[src/rtl/systolic_ws_controller_pkg.sv]
// Shared types and constants for the weight-stationary array sequencer:
// FSM state encoding and the array's 2-bit control bus values.
package sa_ctrl_pkg;

    typedef enum logic [2:0] {
        ST_IDLE,
        ST_LOAD_W,
        ST_COMPUTE,
        ST_DRAIN,
        ST_DONE
    } state_t;

    localparam logic [1:0] SA_CTRL_HOLD = 2'b00;
    localparam logic [1:0] SA_CTRL_LOAD = 2'b01;
    localparam logic [1:0] SA_CTRL_COMP = 2'b10;

endpackage

[src/rtl/systolic_ws_controller_if.sv]
// Front-end streams into the sequencer: weight rows and activation vectors,
// each a valid/ready handshake. master = tile/DMA side, slave = sequencer.
interface systolic_ws_controller_if #(
    parameter int ARR_WIDTH  = 8,
    parameter int ARR_HEIGHT = 8,
    parameter int WORD_WIDTH = 8
);
    logic                             w_valid;
    logic                             w_ready;
    logic [WORD_WIDTH*ARR_WIDTH-1:0]  w_row;
    logic                             a_valid;
    logic                             a_ready;
    logic [WORD_WIDTH*ARR_HEIGHT-1:0] a_vec;

    modport master (
        output w_valid, w_row, a_valid, a_vec,
        input  w_ready, a_ready
    );

    modport slave (
        input  w_valid, w_row, a_valid, a_vec,
        output w_ready, a_ready
    );
endinterface

[src/rtl/systolic_ws_controller_skew_buffer.sv]
// Triangular delay line. Lane i is delayed i cycles (REVERSE=0) or
// LANES-1-i cycles (REVERSE=1); a zero-depth lane is a straight wire.
module sa_skew_buffer #(
    parameter int LANES   = 8,
    parameter int LANE_W  = 8,
    parameter bit REVERSE = 1'b0
) (
    input  logic                    clk,
    input  logic                    reset_n,
    input  logic [LANES*LANE_W-1:0] din,
    output logic [LANES*LANE_W-1:0] dout
);
    for (genvar i = 0; i < LANES; i++) begin : g_lane
        localparam int DEPTH = REVERSE ? (LANES - 1 - i) : i;
        if (DEPTH == 0) begin : g_direct
            assign dout[i*LANE_W +: LANE_W] = din[i*LANE_W +: LANE_W];
        end else begin : g_delay
            logic [LANE_W-1:0] dly_p [DEPTH];
            // Shift this lane's word one stage per cycle.
            always_ff @(posedge clk or negedge reset_n) begin
                if (!reset_n) begin
                    for (int k = 0; k < DEPTH; k++) dly_p[k] <= '0;
                end else begin
                    dly_p[0] <= din[i*LANE_W +: LANE_W];
                    for (int k = 1; k < DEPTH; k++) dly_p[k] <= dly_p[k-1];
                end
            end
            assign dout[i*LANE_W +: LANE_W] = dly_p[DEPTH-1];
        end
    end
endmodule

[src/rtl/systolic_ws_controller.sv]
// Sequencer for a weight-stationary systolic array: loads one weight tile,
// streams activation vectors (skewed) and returns de-skewed partial-sum rows.
// Optional macro SA_CTRL_PERF_EN adds busy/stall performance counters.
module systolic_ws_controller
    import sa_ctrl_pkg::*;
#(
    parameter int ARR_WIDTH  = 8,
    parameter int ARR_HEIGHT = 8,
    parameter int WORD_WIDTH = 8,
    parameter int CNT_W      = 16
) (
    input  logic                              clk,
    input  logic                              reset_n,
    input  logic                              start,
    input  logic [CNT_W-1:0]                  num_vecs,
    output logic                              busy,
    output logic                              done,
    systolic_ws_controller_if.slave           fe,
    output logic [1:0]                        sa_control,
    output logic [WORD_WIDTH*ARR_WIDTH-1:0]   sa_w_in_vec,
    output logic [WORD_WIDTH*ARR_HEIGHT-1:0]  sa_a_in_vec,
    input  logic [4*WORD_WIDTH*ARR_WIDTH-1:0] sa_ps_out_vec,
    output logic                              out_valid,
    output logic [4*WORD_WIDTH*ARR_WIDTH-1:0] out_vec
`ifdef SA_CTRL_PERF_EN
    ,
    output logic [31:0]                       perf_busy_cycles,
    output logic [31:0]                       perf_stall_cycles
`endif
);
    localparam int PS_W   = 4 * WORD_WIDTH;
    localparam int LAT    = ARR_HEIGHT + ARR_WIDTH;
    localparam int WCNT_W = $clog2(ARR_HEIGHT + 1);
    localparam int DCNT_W = $clog2(LAT);

    state_t                          state, state_nxt;
    logic [CNT_W-1:0]                num_vecs_q;
    logic [CNT_W-1:0]                a_cnt;
    logic [WCNT_W-1:0]               w_cnt;
    logic [DCNT_W-1:0]               drain_cnt;
    logic                            start_acc;
    logic                            w_hs;
    logic                            a_hs;
    logic                            a_room;
    logic [LAT-1:0]                  vld_pipe;
    logic [WORD_WIDTH*ARR_HEIGHT-1:0] a_skew_in;
    logic [PS_W*ARR_WIDTH-1:0]       ps_aligned;

    assign start_acc = (state == ST_IDLE) && start;
    assign a_room    = (a_cnt < num_vecs_q);

    // Next-state and all control outputs decoded from the current state.
    always_comb begin
        state_nxt   = state;
        busy        = 1'b0;
        done        = 1'b0;
        fe.w_ready  = 1'b0;
        fe.a_ready  = 1'b0;
        sa_control  = SA_CTRL_HOLD;
        sa_w_in_vec = '0;
        w_hs        = 1'b0;
        a_hs        = 1'b0;
        case (state)
            ST_IDLE: begin
                if (start) state_nxt = ST_LOAD_W;
            end
            ST_LOAD_W: begin
                busy       = 1'b1;
                fe.w_ready = 1'b1;
                w_hs       = fe.w_valid;
                if (w_hs) begin
                    sa_control  = SA_CTRL_LOAD;
                    sa_w_in_vec = fe.w_row;
                    if (w_cnt == WCNT_W'(ARR_HEIGHT - 1))
                        state_nxt = (num_vecs_q == '0) ? ST_DONE : ST_COMPUTE;
                end
            end
            ST_COMPUTE: begin
                busy       = 1'b1;
                sa_control = SA_CTRL_COMP;
                fe.a_ready = a_room;
                a_hs       = fe.a_valid && a_room;
                if (a_hs && (a_cnt == num_vecs_q - 1'b1)) state_nxt = ST_DRAIN;
            end
            ST_DRAIN: begin
                // The last accept cycle counts as the first of LAT flush
                // cycles, so done lines up with the final out_valid.
                busy       = 1'b1;
                sa_control = SA_CTRL_COMP;
                if (drain_cnt == DCNT_W'(LAT - 2)) state_nxt = ST_DONE;
            end
            ST_DONE: begin
                done      = 1'b1;
                state_nxt = ST_IDLE;
            end
            default: state_nxt = ST_IDLE;
        endcase
    end

    // State register.
    always_ff @(posedge clk or negedge reset_n) begin
        if (!reset_n) state <= ST_IDLE;
        else          state <= state_nxt;
    end

    // Job length latch and row/vector/drain counters, cleared on accepted start.
    always_ff @(posedge clk or negedge reset_n) begin
        if (!reset_n) begin
            num_vecs_q <= '0;
            a_cnt      <= '0;
            w_cnt      <= '0;
            drain_cnt  <= '0;
        end else if (start_acc) begin
            num_vecs_q <= num_vecs;
            a_cnt      <= '0;
            w_cnt      <= '0;
            drain_cnt  <= '0;
        end else begin
            if (w_hs)               w_cnt     <= w_cnt + 1'b1;
            if (a_hs)               a_cnt     <= a_cnt + 1'b1;
            if (state == ST_DRAIN)  drain_cnt <= drain_cnt + 1'b1;
        end
    end

    // ---- input skew: zero bubble whenever no vector is accepted ----
    assign a_skew_in = a_hs ? fe.a_vec : '0;

    sa_skew_buffer #(
        .LANES   (ARR_HEIGHT),
        .LANE_W  (WORD_WIDTH),
        .REVERSE (1'b0)
    ) u_in_skew (
        .clk     (clk),
        .reset_n (reset_n),
        .din     (a_skew_in),
        .dout    (sa_a_in_vec)
    );

    // ---- output de-skew: column c waits ARR_WIDTH-1-c cycles ----
    sa_skew_buffer #(
        .LANES   (ARR_WIDTH),
        .LANE_W  (PS_W),
        .REVERSE (1'b1)
    ) u_out_deskew (
        .clk     (clk),
        .reset_n (reset_n),
        .din     (sa_ps_out_vec),
        .dout    (ps_aligned)
    );

    // Valid pipe tracks each accepted vector; the final stage is out_valid and
    // the row register loads alongside it, holding between results.
    always_ff @(posedge clk or negedge reset_n) begin
        if (!reset_n) begin
            vld_pipe <= '0;
            out_vec  <= '0;
        end else begin
            vld_pipe <= {vld_pipe[LAT-2:0], a_hs};
            if (vld_pipe[LAT-2]) out_vec <= ps_aligned;
        end
    end

    assign out_valid = vld_pipe[LAT-1];

`ifdef SA_CTRL_PERF_EN
    function automatic logic [31:0] sat_inc(input logic [31:0] v);
        return (v == '1) ? v : v + 32'd1;
    endfunction

    // Busy and handshake-stall cycle counters, saturating, cleared per job.
    always_ff @(posedge clk or negedge reset_n) begin
        if (!reset_n) begin
            perf_busy_cycles  <= '0;
            perf_stall_cycles <= '0;
        end else if (start_acc) begin
            perf_busy_cycles  <= '0;
            perf_stall_cycles <= '0;
        end else begin
            if (busy) perf_busy_cycles <= sat_inc(perf_busy_cycles);
            if ((state == ST_LOAD_W && !w_hs) || (state == ST_COMPUTE && !a_hs))
                perf_stall_cycles <= sat_inc(perf_stall_cycles);
        end
    end
`endif

endmodule

[src/flat_wrapper.sv]
// flat-port wrapper written by rule: the top's interface ports become plain ports
module systolic_ws_controller_flat import sa_ctrl_pkg::*;
#(
    parameter int ARR_WIDTH  = 8,
    parameter int ARR_HEIGHT = 8,
    parameter int WORD_WIDTH = 8,
    parameter int CNT_W      = 16
)
  (clk, reset_n, start, num_vecs, busy, done, sa_control, sa_w_in_vec, sa_a_in_vec, sa_ps_out_vec, out_valid, out_vec, fe_w_valid, fe_w_row, fe_a_valid, fe_a_vec, fe_w_ready, fe_a_ready);
  systolic_ws_controller_if #(.ARR_WIDTH(ARR_WIDTH), .ARR_HEIGHT(ARR_HEIGHT), .WORD_WIDTH(WORD_WIDTH)) fe_i ();
  input  logic clk;
  input  logic reset_n;
  input  logic start;
  input  logic [CNT_W-1:0] num_vecs;
  output logic busy;
  output logic done;
  output logic [1:0] sa_control;
  output logic [WORD_WIDTH*ARR_WIDTH-1:0] sa_w_in_vec;
  output logic [WORD_WIDTH*ARR_HEIGHT-1:0] sa_a_in_vec;
  input  logic [4*WORD_WIDTH*ARR_WIDTH-1:0] sa_ps_out_vec;
  output logic out_valid;
  output logic [4*WORD_WIDTH*ARR_WIDTH-1:0] out_vec;
  input wire logic [$bits(fe_i.w_valid)-1:0] fe_w_valid;
  input wire logic [$bits(fe_i.w_row)-1:0] fe_w_row;
  input wire logic [$bits(fe_i.a_valid)-1:0] fe_a_valid;
  input wire logic [$bits(fe_i.a_vec)-1:0] fe_a_vec;
  output wire logic [$bits(fe_i.w_ready)-1:0] fe_w_ready;
  output wire logic [$bits(fe_i.a_ready)-1:0] fe_a_ready;
  assign fe_i.w_valid = fe_w_valid;
  assign fe_i.w_row = fe_w_row;
  assign fe_i.a_valid = fe_a_valid;
  assign fe_i.a_vec = fe_a_vec;
  assign fe_w_ready = fe_i.w_ready;
  assign fe_a_ready = fe_i.a_ready;
  systolic_ws_controller #(.ARR_WIDTH(ARR_WIDTH), .ARR_HEIGHT(ARR_HEIGHT), .WORD_WIDTH(WORD_WIDTH), .CNT_W(CNT_W)) u_core (.clk(clk), .reset_n(reset_n), .start(start), .num_vecs(num_vecs), .busy(busy), .done(done), .fe(fe_i), .sa_control(sa_control), .sa_w_in_vec(sa_w_in_vec), .sa_a_in_vec(sa_a_in_vec), .sa_ps_out_vec(sa_ps_out_vec), .out_valid(out_valid), .out_vec(out_vec));
endmodule
[config.mk]
export PLATFORM = sky130hd
export DESIGN_NAME = systolic_ws_controller_flat
export DESIGN_NICKNAME = d
export VERILOG_FILES = /design/src/rtl/systolic_ws_controller_pkg.sv /design/src/rtl/systolic_ws_controller_if.sv /design/src/rtl/systolic_ws_controller_skew_buffer.sv /design/src/rtl/systolic_ws_controller.sv /design/src/flat_wrapper.sv
export SDC_FILE = /design/constraint.sdc
export NUM_CORES = 1
export LEC_CHECK = 0
export BUFFER_PORTS_ARGS = -buffer_cell sky130_fd_sc_hd__buf_2
export CORE_AREA = 2 2 311 313
export CTS_BUF_LIST = sky130_fd_sc_hd__clkbuf_8
export DETAILED_ROUTE_END_ITERATION = 12
export DIE_AREA = 0 0 313 315
export PLACE_DENSITY = 0.74
export SYNTH_ARGS = -nofsm -noshare
export SYNTH_HDL_FRONTEND = slang
export SYNTH_SLANG_ARGS = --single-unit
[constraint.sdc]
create_clock -name clk -period 3.4 [get_ports clk]
set_input_delay 0.68 -clock clk [delete_from_list [all_inputs] [get_ports clk]]
set_output_delay 0.68 -clock clk [all_outputs]
set_load 0.005 [all_outputs]
# == Word-level counts from Yosys, hierarchy flattened ==
# Cells that the tools add are included.
# Widths: inputs -> output; s select.
# word_totals
output_inout_bits,391
wordCells,115
ff_bits,1435
input_bits,405
# op_classes
muxes,24
addsub,4
reduce_logical,11
n_lt_le_gt_ge,1
eq_ne,12
# op_table
cell,count
$mux 64,3
$mux 16,2
$mux 3,6
$add 16x1->16 const B,1
$eq 16x16->1,1
$logic_not 16->1,1
$lt 16x16->1,1
$mux 4,4
$sub 16x1->16 const B,1
$pmux 3 s4,1
$add 4x1->4 const B,2
$mux 1,7
$eq 3x2->1 const B,2
$ne 2x1->1 const B,3
$reduce_bool 2->1,3
$reduce_and 5->1,1
$eq 4x3->1 const B,1
$eq 4x4->1 const B,1
$ne 2x2->1 const B,2
$pmux 2 s2,1
$eq 3x1->1 const B,1
$eq 3x3->1 const B,1
$logic_and 1x1->1,3
$logic_not 3->1,1
other kinds (2),2

# == Logic depth before layout (Yosys ltp) ==
# Gate-level depths: netlist of run 1.
# logic_depth
word_depth,5
ltp_mapped,11
ltp_nobuf,9

# == Modules after synthesis ==
# From an unflattened synthesis of run 1, not the netlist that was laid out.
# hier_totals
cells_unflattened,2448
area_unflattened_um2,43790.7
# by_module_without_submodules
module,cells_each,seq_area_each_um2,n_inst,area_each_um2
sa_skew_buffer (u_core.u_out_deskew),1120,22421.5,1,24103.1
systolic_ws_controller,1048,7882.6,1,13661.9
sa_skew_buffer (u_core.u_in_skew),280,5605.4,1,6025.8

# == Worst setup path before layout of run 1 ==
# OpenSTA, ideal clock, no wires.
# synth_path
path_kind,register -> output
from,register u_core.num_vecs_q[10]
to,output sa_a_in_vec[3]
arrival_ns,2.165
required_time_ns,2.720
setup_slack_ns,0.555
path_stages_with_launch,11
cell_sequence,dfrtp_1 clkbuf_1 inv_1 ha_1 nand2_1 o21ai_1 a2111oi_4 clkbuf_1 clkbuf_1 and3_1 buf_4
# synth_via
elab_chain_len,4
# synth_lines
item,line,source
start: declaration,systolic_ws_controller.sv:37,logic [CNT_W-1:0] num_vecs_q;
start signal: assignment,systolic_ws_controller.sv:114,num_vecs_q <= num_vecs;
$lt 16x16->1,systolic_ws_controller.sv:50,assign a_room = (a_cnt < num_vecs_q);
$logic_and 1x1->1,systolic_ws_controller.sv:82,a_hs = fe.a_valid && a_room;
$mux 1,systolic_ws_controller.sv:63,case (state)
$mux 64,systolic_ws_controller.sv:126,assign a_skew_in = a_hs ? fe.a_vec : '0;
end: declaration,flat_wrapper.sv:19,output logic [WORD_WIDTH*ARR_HEIGHT-1:0] sa_a_in_vec;
# Every way passes these cells.

# == Worst setup path after layout of run 1 ==
# layout_path
from,register u_core.a_cnt[8]
to,output sa_a_in_vec[7]
# layout_via
elab_chain_len,4
# layout_lines
item,line,source
start: declaration,systolic_ws_controller.sv:38,logic [CNT_W-1:0] a_cnt;
start signal: assignment,systolic_ws_controller.sv:120,if (a_hs) a_cnt <= a_cnt + 1'b1;
$lt 16x16->1,systolic_ws_controller.sv:50,
$logic_and 1x1->1,systolic_ws_controller.sv:82,
$mux 1,systolic_ws_controller.sv:63,
$mux 64,systolic_ws_controller.sv:126,
# Every way passes these cells.

==> metrics.txt, run 1 <==
status finished, violations left; failing checks setup timing; largest net degree at the start of global routing 109; Clk pwr share 0.324; Post-synth EDFFs 0; yosys warns 0; CP Capture Type primary output; GRT overflow 0; core area 95,700 um^2; flops & latches, synth 1,435; Area growth syn-to-layout 33.0%; mapped cell area 42,100 um^2; Clock Latency Late Sink 860 ps; Crit. Startpoint u_core.a_cnt[8]; syn_nets 2,665; synth top area cells dfrtp_1 85%, mux2_2 6.8%, and3_1 2.0%, buf_4 1.0%, clkbuf_1 0.63%; critical path startpoint category register; DIE WIDTH 313 um; cell with the most instances after synthesis dfrtp_1; final setup fails 6; final antenna-violating net count 0; max_slew headroom 0.348; initial antenna violation count 23; Required @ worst endpoint 2720 ps; final wirelength 102 mm; Final WS setup -29.7 ps; Total Power 42.8 mW; final hold violation count 0; Setup TNS -124 ps; CTS tree built; Crit Path Category reg2out; Die Ht 315 um; gpl congestion 1.02; Max Slew Vio Count 0; Switching Fraction 0.273; Via Count 23,200; htree depth 4; Gate Count Post-Synth 2,239; Clock transition at path regs 60 ps; DR pass1 iterations 5; DR iter-0 viols 1,267; FFs w/ async S/R, synth 1.00; top cells by count, synth 1,435 x dfrtp_1, 256 x mux2_2, 132 x and3_1; leakage dissipation 27.6 nW; setup repair after global routing missed its margin yes; number of max-cap violations 0; Initial Utilization 0.440; Cell Count, Final, Fillers Out 4,993; total clock sinks 1,435; Synth cell types 55; PwrDens 764 nW/um^2; Most used DFF post-synth dfrtp_1; GRT Total Usage 0.206; Clock Path Buffers 3; io pins 796; Int Power 31.1 mW; Max Clk Rate 292 MHz; worst r2r src u_core.a_cnt[8]; Cells after DPL 4,234; HP Start num_vecs[10]; vias in the first global route 25,600; Final period util 1.01; CTS Buf Count 210; # DRC 0; area leader, netlist dfrtp_1; Worst Tran Pin Value 976 ps; Synth top area share 0.852; first-pass GRT wire length 152 mm; Max VDD drop 0.538 mV; Avg WL per Cell 20.4 um; Vias/cell 4.64; Tmin final 3430 ps; number of I/O port buffers 795; register share of total power 0.495; NetSw 11.7 mW; share of cells above drive strength 1 0.406; pre-CTS WS 454 ps; Comb pwr share 0.181; Layout Nets 3,958; crit path max fanout 6; final worst clock skew 36.7 ps; CP arrival 2750 ps; DIE AREA 98,600 um^2; # rows 114; clk root buf clkbuf_8; sequential-to-total area share from yosys stat 0.852; Hold Crit Class in2reg; Post-Syn Area per Cell 18.8 um^2; dpl hpwl 61.2 mm; final core occ 0.585
## worst paths after layout
kind | endpoint | slack (ps) | depth (start not counted)
worst min-delay path | u_core.num_vecs_q[10] | 130 | 3
worst max-delay path | sa_a_in_vec[7] | -30 | 8
max in group asynchronous | u_core.u_out_deskew.g_lane[1].g_delay.dly_p[189] | 1910 | 3
worst min register to register | u_core.u_out_deskew.g_lane[1].g_delay.dly_p[95] | 330 | 0
min in group asynchronous | u_core.u_out_deskew.g_lane[2].g_delay.dly_p[33] | 510 | 2
worst max register to register | u_core.a_cnt[7] | 520 | 12
## state kept, by name (all words and copies together) (netlist names)
signal / flops
u_core.a_cnt: 16
u_core.drain_cnt: 4
u_core.num_vecs_q: 16
u_core.out_vec: 256
u_core.state: 3
u_core.u_in_skew.dout: 48
u_core.u_in_skew.g_lane.g_delay.dly_p: 176
u_core.u_out_deskew.dout: 192
u_core.u_out_deskew.g_lane.g_delay.dly_p: 704
u_core.vld_pipe: 16
u_core.w_cnt: 4
## critical path, cell delays in order, from the launching register on
cell       delay (ps)
dfrtp_1           450
ha_1              260
a21oi_4           150
o21ai_4            90
a2111oi_4         350
buf_6             160
buf_12            130
and3_1            160
buf_2             120
## routing by layer
metal / part of all wire / GRT usage / vias up
met3: 0.057 / 0.0546 / 223
met1: 0.36 / 0.228 / 12000
met2: 0.53 / 0.358 / 862
li1: - / - / 10000
met5: 0.00011 / 0 / -
met4: 0.051 / 0.121 / 2
## final cells by class
cell class	instances	area (um^2)
Sequential cell	1435	35900
Antenna cell	22	55.1
Multi-Input combinational cell	647	5600
Inverter	24	90.1
Timing Repair Buffer	1214	8430
Tap cell	1276	1600
Fill cell	6824	39700
Clock buffer	263	3620
Clock inverter	112	712
## cells in the final DEF (no fill, tap or decap), types with 3 or more instances in the layout
| cell | count |
|---|---|
| mux2_2 | 256 |
| dfrtp_2 | 11 |
| clkinvlp_4 | 7 |
| nand2b_1 | 4 |
| nand4_1 | 11 |
| nand3_1 | 16 |
| inv_12 | 4 |
| clkinv_2 | 18 |
| xor2_1 | 6 |
| bufbuf_16 | 3 |
| inv_1 | 88 |
| clkbuf_8 | 263 |
| or3_1 | 4 |
| and2_1 | 5 |
| ha_1 | 15 |
| ha_4 | 6 |
| buf_2 | 791 |
| bufinv_16 | 5 |
| dfrtp_1 | 1423 |
| inv_2 | 5 |
| o31ai_1 | 6 |
| nor2_1 | 18 |
| or4_1 | 8 |
| mux2i_1 | 4 |
| inv_6 | 4 |
| dlygate4sd3_1 | 322 |
| and4_1 | 3 |
| o21ai_0 | 26 |
| and3_1 | 130 |
| diode_2 | 22 |
| nand2_1 | 38 |
| buf_12 | 30 |
| buf_4 | 61 |
| a21oi_1 | 19 |
| nor3_1 | 9 |
| buf_6 | 6 |
| xnor2_1 | 15 |
## power groups by stage
stage          combinational [mW]  clock, mW  sequential [mW]
6_report                     7.74       13.9             21.2
5_1_grt                      8.32       15.1             21.5
4_1_cts                      7.58       14.1             21.1
3_5_place_dp                 6.86          0             21.4
3_3_place_gp                 6.71          0             21.3
2_1_floorplan                3.26          0             21.2
## cell families (layout without fill, tap and decap cells)
logic type | count (synthesis) | count (layout) | synth area share
flops | 1435 | 1435 | 0.852
simple gates | 263 | 263 | 0.0358
mux | 260 | 260 | 0.0694
buf+inv | 157 | 1613 | 0.0192
compound gates | 82 | 82 | 0.0127
fa+ha+maj | 21 | 21 | 0.00624
xor+xnor | 21 | 21 | 0.00437
other cells | 0 | 22 | 0
## metrics by stage
stage	cell area (um^2)	hold WS, ps
2_1_floorplan	42100	331
6_report	56000	132
4_1_cts	55800	2.77
3_3_place_gp	47800	331
5_1_grt	56000	68.8
3_5_place_dp	47800	335
## repair_timing
item | 4_1_cts | 5_1_grt
setup buffers | 28 | 9
endpoints found under the setup margin | 14 | 9
hold endpoints to repair | 392 | 0
resized for setup | 28 | 25
pin swaps | 6 | 7
cloned | 4 | 1
hold buffers | 322 | 0
Note: power is estimated with default switching activity, not from simulation.
==> run 2: changes to the inputs <==
--- a/config.mk
+++ b/config.mk
@@ -6,11 +6,13 @@
 export NUM_CORES = 1
 export LEC_CHECK = 0
 export BUFFER_PORTS_ARGS = -buffer_cell sky130_fd_sc_hd__buf_2
+export CAP_MARGIN = 20
 export CORE_AREA = 2 2 311 313
 export CTS_BUF_LIST = sky130_fd_sc_hd__clkbuf_8
 export DETAILED_ROUTE_END_ITERATION = 12
 export DIE_AREA = 0 0 313 315
 export PLACE_DENSITY = 0.74
+export SETUP_SLACK_MARGIN = 0.2
 export SYNTH_ARGS = -nofsm -noshare
 export SYNTH_HDL_FRONTEND = slang
 export SYNTH_SLANG_ARGS = --single-unit
==> run 2 against run 1 <==
Effect of this change: the flow still finishes with violations (setup timing); design area is 0.11% lower; cell count hardly changed; clock skew is 2.4 ps higher; worst hold slack got worse by 16 ps; largest cell class unchanged; largest power group unchanged; highest routed layer unchanged.
==> metrics.txt, run 2 (synthesized netlist as in run 1, its figures left out) <==
DIE WIDTH 313 um (unchanged); number of flip-flops in the largest register 704 (unchanged); Reg with most FFs u_core.u_out_deskew.g_lane.g_delay.dly_p; setup repair after global routing missed its margin yes; gpl congestion 1.02 (unchanged); Initial Utilization 0.440 (unchanged); Critical Path End sa_a_in_vec[1]; # DRC 0 (unchanged); max_slew headroom 0.339 (-0.00875); Comb pwr share 0.181 (about the same); Total Power 42.8 mW (about the same); Switching Fraction 0.273 (about the same); Max Clk Rate 286 MHz (-1.9%); Clk pwr share 0.324 (about the same); Critical R2R Capture u_core.a_cnt[7]; Via Count 23,100 (-0.18%); Int Power 31.1 mW (about the same); Tmin final 3500 ps (+67.4 ps); largest net degree at the start of global routing 109 (unchanged); R2R Setup Slk 440 ps (-80 ps); io pins 796 (unchanged); most frequent cells in the layout 1,425 x dfrtp_1, 793 x buf_2, 322 x dlygate4sd3_1; Setup TNS -641 ps (-517 ps); DIE AREA 98,600 um^2 (unchanged); first-pass GRT wire length 152 mm (about the same); GRT overflow 0 (unchanged); final antenna-violating net count 0 (unchanged); # rows 114 (unchanged); Reg2Reg Depth 14 (+2); failing checks setup timing; dpl hpwl 61.2 mm (unchanged); CP Capture Type primary output; status finished, violations left; Design Area, Final 56,000 um^2 (-0.11%); Fin Hold WS 117 ps (-15.7 ps); worst r2r src u_core.num_vecs_q[13]; Max VDD drop 0.538 mV (about the same); Required @ worst endpoint 2720 ps (about the same); final wirelength 101 mm (-0.45%); Avg WL per Cell 20.3 um (-0.41%); Layout Nets 3,955 (-0.076%); core area 95,700 um^2 (unchanged); final hold violation count 0 (unchanged); CTS tree built; Hold Crit Class in2reg; clk root buf clkbuf_8; DR pass1 iterations 5 (unchanged); Clock transition at path regs 60 ps (about the same); critical path startpoint category register; final worst clock skew 39.0 ps (+2.38 ps); initial antenna violation count 23 (unchanged); Max Slew Vio Count 0 (unchanged); Crit. Startpoint u_core.num_vecs_q[13]; Worst Tran Pin Value 989 ps (+13.1 ps); total clock sinks 1,435 (unchanged); GRT Total Usage 0.206 (about the same); crit path max fanout 5 (-1); NetSw 11.7 mW (-0.11%); Clock Path Buffers 3 (unchanged); leakage dissipation 27.5 nW (about the same); Post-Place Cell Area 47,800 um^2 (unchanged); CP arrival 2820 ps (+70 ps); CTS Buf Count 210 (unchanged); Crit Path Category reg2out; final setup fails 9 (+3); Vias/cell 4.63 (-0.14%); number of max-cap violations 0 (unchanged); DR iter-0 viols 1,266 (-0.079%); register share of total power 0.495 (about the same); share of cells above drive strength 1 0.404 (-0.00157); Clock Latency Late Sink 870 ps (about the same); most common cell after layout, fill and taps aside dfrtp_1; htree depth 4 (unchanged); Die Ht 315 um (unchanged); number of I/O port buffers 795 (unchanged); PwrDens 765 nW/um^2 (about the same); vias in the first global route 25,700 (+0.055%); Final WS setup -97.1 ps (-67.4 ps); Final period util 1.03 (+0.0198); Area growth syn-to-layout 32.8%
-- run 2: cell types whose count changed in the layout (fill, tap and decap cells not counted), moves of 2 or more --
cell,previous run,this run
a21oi_2,2,4
a21oi_4,2,0
buf_2,791,793
buf_4,61,58
buf_6,6,3
dfrtp_1,1423,1425
dfrtp_2,11,9
-- run 2: worst min-delay path by stage --
stage / start / endpoint / slack, ps / cells past startpoint
6_report: num_vecs[10] / u_core.num_vecs_q[10] / 120 / 3
5_1_grt: num_vecs[8] / u_core.num_vecs_q[8] / 70 / 3
4_1_cts: num_vecs[8] / u_core.num_vecs_q[8] / 3 / 3
3_5_place_dp: u_core.u_in_skew.g_lane[2].g_delay.dly_p[12] / u_core.u_in_skew.dout[20] / 330 / 0
3_3_place_gp: u_core.u_out_deskew.g_lane[1].g_delay.dly_p[54] / u_core.u_out_deskew.dout[54] / 330 / 0
2_1_floorplan: u_core.u_in_skew.g_lane[2].g_delay.dly_p[8] / u_core.u_in_skew.dout[16] / 330 / 0
-- run 2: what timing repair did --
action                                  CTS  global route
setup buffers                            30             3
gates resized for setup                  28            10
pin swaps                                 7             2
gates cloned                              4             0
hold endpoints to repair                392             0
endpoints found under the setup margin   66             9
hold buffers                            322             0
-- run 2: power groups by stage --
stage / registers (mW) / clock network, mW / logic, mW
4_1_cts: 21.1 / 14.1 / 7.62
3_3_place_gp: 21.3 / 0 / 6.71
5_1_grt: 21.5 / 15.1 / 8.31
6_report: 21.2 / 13.9 / 7.74
2_1_floorplan: 21.2 / 0 / 3.26
3_5_place_dp: 21.4 / 0 / 6.86
-- run 2: per-layer routing --
metal	GRT usage	part of all wire	vias to the layer above
li1	-	-	10000
met1	0.228	0.36	12000
met2	0.357	0.53	888
met3	0.0548	0.058	228
met4	0.124	0.052	2
met5	0	0.00011	-
-- run 2: metrics by stage --
step | std cells | setup slack (ps) | util
global route | 4990 | -255 | 0.585
CTS | 4965 | -171 | 0.583
global placement | 4234 | 514 | 0.500
detailed placement | 4234 | 454 | 0.500
finish | 4991 | -97.1 | 0.585
floorplan | 2239 | 555 | -
-- run 2: layout make-up --
type,count,area (um^2)
fillers,6841,39700
flip-flops and latches,1435,35900
repair buffers,1211,8410
multi-input cells,647,5560
clock buffers,263,3620
well taps,1276,1600
clock inverters,112,712
inverters,24,90.1
diodes,23,57.6
-- run 2: worst max-delay path: stages, from the launching register on --
cell	delay, ps
dfrtp_1	390
inv_1	140
ha_4	230
a21oi_2	130
o21ai_2	80
a2111oi_4	330
buf_6	160
buf_12	100
buf_16	110
and3_1	160
buf_2	120
